--- src/rtl/pixel_pair_loader_pkg.sv ---
// Shared types for the pixel pair loader: pixel/opcode types, the packed pair
// payload carried through the FIFO, and the pairing FSM state encoding.
package pixel_pair_loader_pkg;

  localparam int PIXEL_WIDTH = 8;
  typedef logic [PIXEL_WIDTH-1:0] pixel_t;

  localparam int opCodeWidth = 4;
  typedef logic [opCodeWidth-1:0] opcode_t;

  typedef struct packed {
    pixel_t a;
    pixel_t b;
    logic   last;
  } pixelPair_t;

  typedef enum logic {
    ST_IDLE = 1'b0,
    ST_HALF = 1'b1
  } pair_state_e;

endpackage

--- src/rtl/pair_fifo.sv ---
// Circular-buffer FIFO with first-word-fall-through head. Payload storage is
// not reset; only pointers and occupancy are.
module pair_fifo
  import pixel_pair_loader_pkg::*;
#(
  parameter int DEPTH = 4,
  parameter int W     = $bits(pixelPair_t)
) (
  input  logic                     clk,
  input  logic                     rst,
  input  logic                     push,
  input  logic [W-1:0]             push_data,
  input  logic                     pop,
  output logic [W-1:0]             head,
  output logic                     full,
  output logic                     empty,
  output logic [$clog2(DEPTH):0]   count
);

  localparam int AW = $clog2(DEPTH);
  localparam int CW = AW + 1;
  localparam logic [CW-1:0] FULL_CNT = CW'(DEPTH);
  localparam logic [CW-1:0] CNT_ONE  = CW'(1);
  localparam logic [AW-1:0] PTR_ONE  = AW'(1);

  logic [W-1:0]  r_mem [DEPTH];
  logic [AW-1:0] r_rd_ptr;
  logic [AW-1:0] r_wr_ptr;
  logic [CW-1:0] r_count;
  logic          w_do_push;
  logic          w_do_pop;

  assign full      = (r_count == FULL_CNT);
  assign empty     = (r_count == '0);
  assign count     = r_count;
  assign head      = r_mem[r_rd_ptr];
  assign w_do_push = push && !full;
  assign w_do_pop  = pop && !empty;

  always_ff @(posedge clk) begin
    if (w_do_push) begin
      r_mem[r_wr_ptr] <= push_data;
    end
  end

  always_ff @(posedge clk) begin
    if (rst) begin
      r_rd_ptr <= '0;
      r_wr_ptr <= '0;
      r_count  <= '0;
    end else begin
      if (w_do_push) r_wr_ptr <= r_wr_ptr + PTR_ONE;
      if (w_do_pop)  r_rd_ptr <= r_rd_ptr + PTR_ONE;
      case ({w_do_push, w_do_pop})
        2'b10:   r_count <= r_count + CNT_ONE;
        2'b01:   r_count <= r_count - CNT_ONE;
        default: r_count <= r_count;
      endcase
    end
  end

endmodule

--- src/rtl/pixel_pair_loader.sv ---
// Packs a serial pixel stream into (A,B) pairs, padding odd frames, buffers the
// pairs in pair_fifo and presents them with the frame's latched configuration.
module pixel_pair_loader
  import pixel_pair_loader_pkg::*;
#(
  parameter int PIXEL_W  = 8,
  parameter int OPCODE_W = 4,
  parameter int DEPTH    = 4
) (
  input  logic                clk,
  input  logic                rst,
  input  logic                in_valid,
  output logic                in_ready,
  input  logic [PIXEL_W-1:0]  in_pixel,
  input  logic                in_last,
  input  logic                cfg_load,
  input  logic [OPCODE_W-1:0] cfg_opcode,
  input  logic [PIXEL_W-1:0]  cfg_user,
  output logic                cfg_err,
  output logic                out_valid,
  input  logic                out_ready,
  output logic [PIXEL_W-1:0]  out_pixelA,
  output logic [PIXEL_W-1:0]  out_pixelB,
  output logic                out_last,
  output logic [OPCODE_W-1:0] out_opcode,
  output logic [PIXEL_W-1:0]  out_userInput,
  output logic                busy
);

  localparam int PW = 2 * PIXEL_W + 1;

  pair_state_e             r_state;
  pair_state_e             w_state_nxt;
  logic [PIXEL_W-1:0]      r_holdA;
  logic [OPCODE_W-1:0]     r_opcode;
  logic [PIXEL_W-1:0]      r_user;
  logic                    r_cfg_err;

  logic                    w_accept;
  logic                    w_load_hold;
  logic                    w_push;
  logic [PW-1:0]           w_push_data;
  logic                    w_pop;
  logic [PW-1:0]           w_head;
  logic                    w_full;
  logic                    w_empty;
  logic [$clog2(DEPTH):0]  w_count;

  assign in_ready  = !w_full;
  assign w_accept  = in_valid && in_ready;
  assign out_valid = !w_empty;
  assign w_pop     = out_valid && out_ready;
  assign busy      = (r_state == ST_HALF) || (w_count != '0);

  always_ff @(posedge clk) begin
    if (rst) r_state <= ST_IDLE;
    else     r_state <= w_state_nxt;
  end

  always_comb begin
    w_state_nxt = r_state;
    w_load_hold = 1'b0;
    w_push      = 1'b0;
    w_push_data = '0;
    case (r_state)
      ST_IDLE: begin
        if (w_accept) begin
          if (in_last) begin
            // Lone last pixel closes the frame with a zero pad in slot B.
            w_push      = 1'b1;
            w_push_data = {in_pixel, {PIXEL_W{1'b0}}, 1'b1};
          end else begin
            w_load_hold = 1'b1;
            w_state_nxt = ST_HALF;
          end
        end
      end
      ST_HALF: begin
        if (w_accept) begin
          w_push      = 1'b1;
          w_push_data = {r_holdA, in_pixel, in_last};
          w_state_nxt = ST_IDLE;
        end
      end
      default: w_state_nxt = ST_IDLE;
    endcase
  end

  always_ff @(posedge clk) begin
    if (w_load_hold) r_holdA <= in_pixel;
  end

  // Config only changes between frames; a late load is dropped and flagged.
  always_ff @(posedge clk) begin
    if (rst) begin
      r_opcode  <= '0;
      r_user    <= '0;
      r_cfg_err <= 1'b0;
    end else begin
      r_cfg_err <= cfg_load && busy;
      if (cfg_load && !busy) begin
        r_opcode <= cfg_opcode;
        r_user   <= cfg_user;
      end
    end
  end

  pair_fifo #(
    .DEPTH (DEPTH),
    .W     (PW)
  ) u_fifo (
    .clk       (clk),
    .rst       (rst),
    .push      (w_push),
    .push_data (w_push_data),
    .pop       (w_pop),
    .head      (w_head),
    .full      (w_full),
    .empty     (w_empty),
    .count     (w_count)
  );

  // Head fields are masked while empty so stale storage never shows.
  assign out_pixelA    = out_valid ? w_head[PW-1 -: PIXEL_W] : '0;
  assign out_pixelB    = out_valid ? w_head[PIXEL_W -: PIXEL_W] : '0;
  assign out_last      = out_valid ? w_head[0] : 1'b0;
  assign out_opcode    = r_opcode;
  assign out_userInput = r_user;
  assign cfg_err       = r_cfg_err;

endmodule

--- config.mk ---
export PLATFORM = sky130hd
export DESIGN_NAME = pixel_pair_loader
export DESIGN_NICKNAME = d
export VERILOG_FILES = /design/src/rtl/pixel_pair_loader_pkg.sv /design/src/rtl/pair_fifo.sv /design/src/rtl/pixel_pair_loader.sv
export SDC_FILE = /design/constraint.sdc
export NUM_CORES = 1
export LEC_CHECK = 0
export BUFFER_PORTS_ARGS = -buffer_cell sky130_fd_sc_hd__buf_2
export CAP_MARGIN = 20
export CORE_MARGIN = 4
export CORE_UTILIZATION = 56
export CTS_CLUSTER_DIAMETER = 120
export DETAILED_ROUTE_END_ITERATION = 10
export GPL_ROUTABILITY_DRIVEN = 0
export PLACE_DENSITY = 0.78
export SETUP_SLACK_MARGIN = 0.1
export SYNTH_ARGS = -nofsm -noshare
export SYNTH_HDL_FRONTEND = slang
export SYNTH_SLANG_ARGS = --single-unit
--- constraint.sdc ---
create_clock -name clk -period 6.5 [get_ports clk]
set_input_delay 0.975 -clock clk [delete_from_list [all_inputs] [get_ports clk]]
set_output_delay 0.975 -clock clk [all_outputs]
set_load 0.005 [all_outputs]
; ---- After elaboration in Yosys (flattened, before gate mapping)
; Memories as Yosys holds them, arrays and structs flattened. A register that Yosys moved wholly into a read port is not among the register bits.
; Cells that the tools add are included.
[classes]
n_addsub = 4
n_eq_ne = 3
mux = 21
bitwise = 1
n_reduce_logical = 13
[ops]
columns = cell, count
row1 = $mux W17, 3
row2 = $pmux W17 S2, 1
row3 = $mux W8, 2
row4 = $mux W1, 10
row5 = $logic_and A1 B1 Y1, 6
row6 = $pmux W3 S2, 1
row7 = $add A2 B1 Y2 const B, 2
row8 = $mux W2, 2
row9 = $pmux W1 S2, 2
row10 = $add A3 B1 Y3 const B, 1
row11 = $eq A3 B3 Y1 const B, 1
row12 = $logic_not A1 Y1, 3
row13 = $logic_not A3 Y1, 1
row14 = $reduce_bool A3 Y1, 1
row15 = $sub A3 B1 Y3 const B, 1
row16 = $eq A2 B1 Y1 const B, 1
row17 = $eq A2 B2 Y1 const B, 1
row18 = $reduce_bool A2 Y1, 1
row19 = $logic_or A1 B1 Y1, 1
row20 = $not A1 Y1, 1
[word_totals]
reg_bits = 29
ramBits = 68
inputBits = 26
output_inout_bits = 33
word_cells = 51
n_memories = 1
[mem_list]
columns = memory, words, width, rd, rd_clocked_by_memory_dff, wr, line
row1 = u_fifo.r_mem, 4, 17, 1, 1, 1, pair_fifo.sv:26  ; logic [W-1:0] r_mem [DEPTH];

; ---- Depth between registers and ports, before layout
; Gate-level depths: netlist of run 1.
[logic_depth]
ltp_word = 8
depth_mapped = 10
mapped_depth_nobuf = 9

; ---- Cells and area by module
; From an unflattened synthesis of run 1, not the netlist that was laid out.
[hier_totals]
cells_unflattened = 258
area_unflattened_um2 = 4139.0
[modules_own_cells]
columns = module, instances, cells_each, area_each_um2, seq_area_each_um2
row1 = pair_fifo, 1, 143, 2967.8, 2222.1
row2 = pixel_pair_loader, 1, 115, 1171.1, 520.5

; ---- Worst setup path before layout of run 1
; Ideal clock, no wire load.
[synth_timing]
kind = input port to flip-flop
from = input in_last
to = register u_fifo.r_count[2], in the netlist u_fifo.count[2]
setup_ps = 70
arrival_time_ps = 2536
required_ps = 6430
setup_slack_ps = 3893
cell_stages = 9
n_path_buf = 0
cell_sequence = o21ai_0 -> nor2_1 -> inv_1 -> ha_1 -> inv_1 -> fa_1 -> xor2_1 -> or3_1 -> a21oi_1
[synth_between]
elab_chain_len = 6
elab_cells_between_ends = 8
cone_classes = 2 x eq/ne / 4 x mux / 2 x reduce/logical
[synth_lines]
columns = item, line
row1 = "start, declared", pixel_pair_loader.sv:15  ; input logic in_last,
row2 = $mux W1 *, pixel_pair_loader.sv:68  ; if (in_last) begin
row3 = $mux W1 *, pixel_pair_loader.sv:67  ; if (w_accept) begin
row4 = $pmux W1 S2 *, pixel_pair_loader.sv:65  ; case (r_state)
row5 = $logic_and A1 B1 Y1 *, pair_fifo.sv:37  ; assign w_do_push = push && !full;
row6 = $eq A2 B1 Y1 or $eq A2 B2 Y1 (tied branches), pair_fifo.sv:54  ; case ({w_do_push, w_do_pop})
row7 = $pmux W3 S2 or $reduce_bool A2 Y1 (tied branches), --
row8 = "end signal, assigned", pair_fifo.sv:55  ; 2'b10: r_count <= r_count + CNT_ONE;
row9 = "end signal, assigned", pair_fifo.sv:56  ; 2'b01: r_count <= r_count - CNT_ONE;
row10 = "end signal, assigned", pair_fifo.sv:57  ; default: r_count <= r_count;
row11 = "end, declared", pair_fifo.sv:29  ; logic [CW-1:0] r_count;
; Mark *: on every way between the ends. The rest lies on a longest branch, timed or not.
; A chain may end at the register's enable or synchronous reset.

==> out/qor.csv, run 1 <==
metric,value,unit
Max-Cap Viols,0,
CTS root buffer,clkbuf_8,
Layout area overhead,12.9,%
clock sinks,99,
# DRC,0,
final setup TNS,0,ns
f_max,0.345,GHz
sequential share of the synthesized area,67.0,%
first-pass GRT wire length,11500,um
share of layout cells above drive strength 1,29.9,%
Clock Skew,0.0111,ns
overall global routing resource usage,17.7,%
initial detailed-routing violation count,115,
Clock transition at path regs,0.09,ns
count of flip-flops with a built-in enable after synthesis,76,
pin count of the biggest net entering global routing,36,
Worst Path Arrival,1.93,ns
unrepaired setup endpoints after global routing,no,
fin crit share,44.6,%
Die Ht,93.5,um
CP endpoint kind,output pin,
Syn Std Cell Area,0.00409,mm2
Detail Route Antenna Nets,0,
Mean Syn Cell Area,16.0,um2
initial antenna violation count,0,
most frequent cell after synthesis,edfxtp_1,
status,completed,
cells after synthesis,255,
Switch Pwr,0.452,mW
"Net Count, Synth",287,
Unique masters post-synth,32,
"Largest stage delay, worst path",0.86,ns
H-tree lvl count,3,
number of post-CTS setup repair buffers,0,
hold_buf cts,0,
# rows,30,
Worst VDD drop,0.204,mV
clock latency at the later pin of the worst-skew pair,0.36,ns
total power,1.60,mW
final design area excluding fillers,0.00462,mm2
grt total ovfl,0,
slew at the pin closest to its max-slew limit,1.02,ns
CORE AREA,0.00694,mm2
IO buf count,58,
synth top area cells,"edfxtp_1 (56%), dfxtp_1 (11%), mux4_2 (9.4%)",
Static Leakage,1.73,nW
worst hold path class,flop to flop,
"Primary FF master, synth",edfxtp_1,
CP startpoint kind,flop,
Pre-antenna DRT Iters,4,
Sw Share,28.3,%
Util after Layout,66.5,%
Slowest cell on crit path,dfxtp_1,
Routed WL,6770,um
Critical Path Fanout Max,17,
post-CTS sizing,0,
Ys Warns,0,
Final Hold Fails,0,
Vias,2205,
Seq pwr share,48.9,%
combinational share of power,28.4,%
critical-path cell list,"mux4_2, and2_1, buf_2",
fin crit period,2.90,ns
share of Yosys cell area claimed by the top area cell type,55.8,%
Slew Limit Fails,0,
Int Pwr,1.14,mW
cts bufs inserted,9,
async set-reset flop share out of synthesis,0,%
Vias/cell,5.33,
vias in the first global route,2204,
most frequent cells after synthesis,"edfxtp_1 (76), and2_1 (30), nand2b_1 (25)",
Starting Density,58.9,%
CP required,5.52,ns
die span in x,93.5,um
routed len/inst,16.4,um
die area,0.00874,mm2
Top Ports,59,
CTS tree,yes,
final setup fails,0,
register bit total from synthesis,99,
post-synth top area cell,edfxtp_1,
DP Area,0.00443,mm2
Rel. slew slack,31.6,%
Nets,345,
power density cells,346,mW/mm2
Clock Tree Buf Depth,2,
Clk network pwr share,22.7,%
crit path kind,flop to output pin,
Ant. Diodes,0,
hpwl dp,4410,um
-- per-layer routing --
layer  GRT usage, %  vias to the layer above  share of wire, %
met1           24.9                     1065                48
met2           26.1                       69                44
met4           8.06                        0               1.9
li1               -                     1061                 -
met5              0                        -                 0
met3           4.18                       10               6.0
-- layout by cell type, fill, tap and decap left out, types with 2 or more instances in the layout --
cell type / count
a21oi_1: 5
a22o_1: 8
and2_1: 30
and3_1: 2
buf_2: 58
clkbuf_1: 3
clkbuf_8: 10
clkinv_2: 2
dfxtp_1: 23
edfxtp_1: 76
ha_1: 5
inv_1: 8
inv_2: 2
mux2i_1: 12
mux4_2: 17
nand2b_1: 25
nand3_1: 2
nor2_1: 6
nor3b_4: 2
o21ai_0: 7
or3_1: 3
xor2_1: 2
-- registers in the layout (all words and copies together), names as in the netlist, named ones only --
register and flops:
cfg_err 1, out_opcode 4, out_userInput 8, r_holdA 8, r_state 1, u_fifo.count 3
u_fifo.r_mem 68, u_fifo.r_rd_ptr 2, u_fifo.r_wr_ptr 2
-- logic make-up (layout without fill, tap and decap cells) --
logic type / Yosys count / in the layout / share of synthesized area, %
flops: 99 / 99 / 67.0
simple gates: 76 / 76 / 12.1
mux: 29 / 29 / 12.3
buf+inv: 22 / 85 / 2.75
compound gates: 21 / 21 / 3.36
fa+ha+maj: 6 / 6 / 2.02
xor+xnor: 2 / 2 / 0.428
-- worst max-delay path: cells and delay by family (launching register included) --
family / cells / cell delay (ns)
buffers and inverters: 1 / 0.12
flip-flops: 1 / 0.86
multiplexers: 1 / 0.42
AND/OR/NAND/NOR: 1 / 0.17
-- path summary, 6_finish.rpt --
path	startpoint	endpoint	slack (ns)	cells after the start
max reg2reg	u_fifo.count[0]$_SDFFE_PP0P_	u_fifo.count[2]$_SDFFE_PP0P_	4.05	9
min	out_opcode[1]$_SDFFE_PP0P_	out_opcode[1]$_SDFFE_PP0P_	0.47	2
max	flop	out_pixelB[1]	3.60	3
min reg2reg	out_opcode[1]$_SDFFE_PP0P_	out_opcode[1]$_SDFFE_PP0P_	0.47	2
-- power groups by stage --
stage	Combinational, mW	Clock (mW)	Sequential [mW]
5_1_grt	0.512	0.402	0.790
3_3_place_gp	0.456	0	0.791
3_5_place_dp	0.464	0	0.794
2_1_floorplan	0.323	0	0.786
4_1_cts	0.464	0.370	0.781
6_report	0.453	0.363	0.781
-- final cells by class --
cell class                 instances  area [um2]
clock buffer                      14         174
tap                               96         120
multi-input combinational        134        1240
sequential                        99        2740
inverter                          10        37.5
fill                             523        2330
clock inverter                     2        10.0
timing repair buffer              59         298
-- stage by stage --
| stage | worst slack [ns] | hold WS (ns) | std cells |
|---|---|---|---|
| 3_3_place_gp | 3.68 | 0.454 | 398 |
| 3_5_place_dp | 3.56 | 0.465 | 398 |
| 2_1_floorplan | 3.89 | 0.459 | 255 |
| 4_1_cts | 3.55 | 0.480 | 414 |
| 5_1_grt | 3.46 | 0.497 | 414 |
| 6_report | 3.60 | 0.474 | 414 |
Power figures use the tool's default switching activity.
==> inputs of run 2 (changes only) <==
clock period = 2.8 ns   (was 6.5 ns; I/O delays follow)
==> run 2 against run 1 <==
Clock skew grew 0.0019 ns. Global-route usage grew 0.18 points. Clock-buffer cell count grew 1. Clock power grew 130%. Setup slack lost 3.1 ns. Register-to-register slack lost 3.5 ns. Combinational power grew 150%. Critical endpoint is now out_pixelA[4]. Utilization grew 0.74 points.
==> out/qor.csv, run 2 (synthesis results as in run 1) <==
metric,value,unit
status,completed,
CP Depth,4,
number of post-CTS setup repair buffers,0,
CORE AREA,0.00694,mm2
Final Hold Fails,0,
crit path buf inv count,2,
Sw Share,28.4,%
die area,0.00874,mm2
placed cells,406,
unrepaired setup endpoints after global routing,no,
Slowest cell on crit path,mux4_2,
fin crit share,81.5,%
hold endpoint,r_holdA[7]$_DFFE_PP_,
post-CTS sizing,0,
"most common cell after layout, fill and taps aside",edfxtp_1,
fin crit period,2.28,ns
critical-path cell list,"buf_4, mux4_2, and2_1, buf_2",
DP Area,0.00449,mm2
Ant. Diodes,0,
Seq pwr share,48.3,%
Top Ports,59,
Starting Density,58.9,%
initial detailed-routing violation count,91,
Pre-antenna DRT Iters,4,
most frequent cells in the layout,"edfxtp_1 (76), buf_2 (58), and2_1 (30)",
Static Leakage,1.76,nW
initial antenna violation count,0,
Int Pwr,2.67,mW
cts bufs inserted,9,
multi-input logic area,0.00124,mm2
reg2reg start,u_fifo.count[2]$_SDFFE_PP0P_,
final setup TNS,0,ns
worst hold path class,input port to flop,
Util after Layout,67.2,%
Worst VDD drop,0.410,mV
Nets,353,
Top Family by Delay on Critical Path,multiplexers,
r2r setup slk,0.54,ns
Layout area overhead,14.1,%
vias in the first global route,2271,
Max-Cap Viols,0,
CTS root buffer,clkbuf_8,
Slew Limit Fails,0,
grt total ovfl,0,
Detail Route Antenna Nets,0,
Clock Skew,0.0130,ns
hold_buf cts,0,
slew at the pin closest to its max-slew limit,0.588,ns
# DRC,0,
IO buf count,58,
f_max,0.438,GHz
Vias/cell,5.22,
Vias,2204,
Biggest register,u_fifo.r_mem,
Hold Slack,0.271,ns
Switch Pwr,1.06,mW
filler instances,511,
R2R cell count,9,
Routed WL,6990,um
max FFs per register,68,
hpwl dp,4400,um
routed len/inst,16.6,um
final design area excluding fillers,0.00467,mm2
CP required,2.38,ns
"Largest stage delay, worst path",0.53,ns
Critical Path Fanout Max,17,
Clock transition at path regs,0.09,ns
die span in x,93.5,um
power density cells,797,mW/mm2
H-tree lvl count,3,
final setup fails,0,
register area,0.00274,mm2
Clk network pwr share,21.9,%
Final WS setup,0.519,ns
crit path kind,flop to output pin,
CTS tree,yes,
clock latency at the later pin of the worst-skew pair,0.35,ns
clock sinks,99,
Die Ht,93.5,um
Worst Path Arrival,1.86,ns
worst hold stages,1,
first-pass GRT wire length,11600,um
overall global routing resource usage,17.8,%
"worst slack, placed",0.432,ns
Finished Layout Cells,422,
pin count of the biggest net entering global routing,36,
reg2reg end,u_fifo.count[2]$_SDFFE_PP0P_,
Rel. slew slack,60.8,%
CP endpoint kind,output pin,
CP startpoint kind,flop,
Clock Tree Buf Depth,2,
Hold Crit Start,in_pixel[7],
share of layout cells above drive strength 1,31.0,%
combinational share of power,29.7,%
total power,3.72,mW
# rows,30,
-- run 2: cell types whose count changed in the layout (fill, tap and decap cells not counted), sizes merged --
cell / change
clkinvlp: +1
buf: +8
clkinv: -2
clkbuf: +1
-- run 2: layout make-up --
type	count	share of cell area (%)
multi-input combinational	134	26.5
clock buffer	15	3.59
tap	96	2.57
inverter	10	0.804
clock inverter	1	0.161
timing repair buffer	67	7.66
sequential	99	58.7
-- run 2: power by group through the flow --
stage	Sequential (mW)	Clock, mW	Combinational [mW]
3_3_place_gp	1.82	0	1.11
4_1_cts	1.80	0.836	1.14
3_5_place_dp	1.83	0	1.13
5_1_grt	1.82	0.922	1.24
6_report	1.80	0.817	1.11
2_1_floorplan	1.82	0	0.749
-- run 2: worst max path at each step --
stage,from,endpoint
2_1_floorplan,u_fifo.count[0]$_SDFFE_PP0P_,u_fifo.count[2]$_SDFFE_PP0P_
3_3_place_gp,in_last,u_fifo.count[2]$_SDFFE_PP0P_
3_5_place_dp,in_last,u_fifo.count[2]$_SDFFE_PP0P_
4_1_cts,flop,out_pixelA[4]
5_1_grt,u_fifo.count[2]$_SDFFE_PP0P_,u_fifo.count[2]$_SDFFE_PP0P_
6_report,flop,out_pixelA[4]
-- run 2: routing by layer --
layer,vias to the layer above,track usage [%],wire length [um]
li1,1070,-,-
met1,1048,23.5,3030
met2,74,28.8,3420
met3,12,3.46,425
met4,0,8.06,121
met5,-,0,0
==> inputs of run 3 (changes only) <==
clock period = 2.22 ns   (was 2.8 ns; I/O delays follow)
==> run 3 against run 2 <==
Critical endpoint is now out_pixelB[3]. Via count increased by 2.6%. Cell area increased by 1.0%. Clock skew decreased by 0.0061 ns. Sequential share of layout area decreased by 0.38 points. Critical path type unchanged. Clock-buffer cell count decreased by 5. Largest power group unchanged.
==> out/qor.csv, run 3 (synthesis results as in run 1) <==
metric,value,unit
final setup TNS,0,ns
combinational share of power,32.0,%
routed len/inst,16.9,um
Sw Share,28.7,%
most frequent cells in the layout,"edfxtp_1 (76), buf_2 (58), and2_1 (30)",
Routed WL,7110,um
IO buf count,58,
slew at the pin closest to its max-slew limit,0.976,ns
Biggest register,u_fifo.r_mem,
Clock transition at path regs,0.08,ns
CTS root buffer,clkbuf_8,
Vias/cell,5.39,
"worst slack, placed",0.00778,ns
Nets,353,
Slew Limit Fails,0,
worst hold path class,input port to flop,
Switch Pwr,1.36,mW
H-tree lvl count,3,
vias in the first global route,2268,
clock latency at the later pin of the worst-skew pair,0.35,ns
Worst Path Arrival,1.72,ns
die span in x,93.5,um
crit path kind,flop to output pin,
share of layout cells above drive strength 1,34.0,%
Critical Path Fanout Max,5,
Worst VDD drop,0.740,mV
f_max,0.487,GHz
fin crit period,2.05,ns
Detail Route Antenna Nets,0,
pin count of the biggest net entering global routing,36,
status,completed,
Final WS setup,0.167,ns
power density cells,1010,mW/mm2
CP required,1.89,ns
"most common cell after layout, fill and taps aside",edfxtp_1,
Layout area overhead,15.3,%
fin crit share,92.5,%
initial detailed-routing violation count,132,
Die Ht,93.5,um
Int Pwr,3.39,mW
Ant. Diodes,0,
clock sinks,99,
max FFs per register,68,
first-pass GRT wire length,11300,um
die area,0.00874,mm2
CP endpoint kind,output pin,
Pre-antenna DRT Iters,4,
unrepaired setup endpoints after global routing,no,
initial antenna violation count,0,
Clk network pwr share,19.4,%
Seq pwr share,48.6,%
Starting Density,58.9,%
cts bufs inserted,9,
Top Ports,59,
CP startpoint kind,flop,
final setup fails,0,
Hold Slack,0.186,ns
Vias,2262,
hold_buf cts,0,
# DRC,0,
overall global routing resource usage,17.2,%
Static Leakage,1.77,nW
hpwl dp,4520,um
Clock Skew,0.00691,ns
grt total ovfl,0,
Clock Tree Buf Depth,2,
Rel. slew slack,34.7,%
CTS tree,yes,
Max-Cap Viols,0,
CORE AREA,0.00694,mm2
Final Hold Fails,0,
# rows,30,
[run 3: power groups by stage]
stage	sequential (mW)	clock, mW	combinational, mW
final	2.31	0.920	1.52
after CTS	2.28	0.947	1.46
after detailed placement	2.32	0	1.45
after global routing	2.33	1.03	1.68
after global placement	2.31	0	1.43
after floorplan	2.30	0	0.950
[run 3: layer usage]
layer / global-route usage [%] / up-vias / part of all wire, %
met2: 27.9 / 81 / 49
li1: - / 1070 / -
met3: 3.22 / 10 / 7.5
met4: 7.33 / 0 / 1.5
met1: 22.9 / 1101 / 42
met5: 0 / - / 0
[run 3: layout make-up]
cell class,instances,area (um2)
clock buffer,10,128
tap,96,120
clock inverter,4,20.0
inverter,10,37.5
fill,502,2230
sequential,99,2750
timing repair buffer,67,405
multi-input combinational,134,1250
[run 3: metrics by stage]
stage          power (mW)  std cells  utilization, %  area (um2)
2_1_floorplan        3.25        255               -        4090
3_3_place_gp         3.73        403            64.6        4490
3_5_place_dp         3.77        403            64.6        4490
4_1_cts              4.68        418            66.8        4640
5_1_grt              5.04        420            67.9        4720
6_report             4.75        420            67.9        4720
[run 3: final timing paths]
path / cells past startpoint / slack, ns / to / from
hold / removal: 1 / 0.19 / r_holdA[3]$_DFFE_PP_ / in_pixel[3]
setup / recovery: 4 / 0.17 / out_pixelB[3] / flop
hold reg to reg: 2 / 0.48 / out_opcode[0]$_SDFFE_PP0P_ / out_opcode[0]$_SDFFE_PP0P_
setup reg to reg: 9 / 0.25 / u_fifo.count[2]$_SDFFE_PP0P_ / u_fifo.count[0]$_SDFFE_PP0P_
[run 3: what timing repair did]
item                       4_1_cts  5_1_grt
setup endpoints to repair        1       11
cloned                           0        2
buffers inserted                 1        0
gates resized for setup          0       11
[run 3: critical path, cell delays in order, from the launching register on]
cell and delay [ns]:
dfxtp_4 0.41, buf_12 0.14, mux4_2 0.49, and2_1 0.20, buf_2 0.13
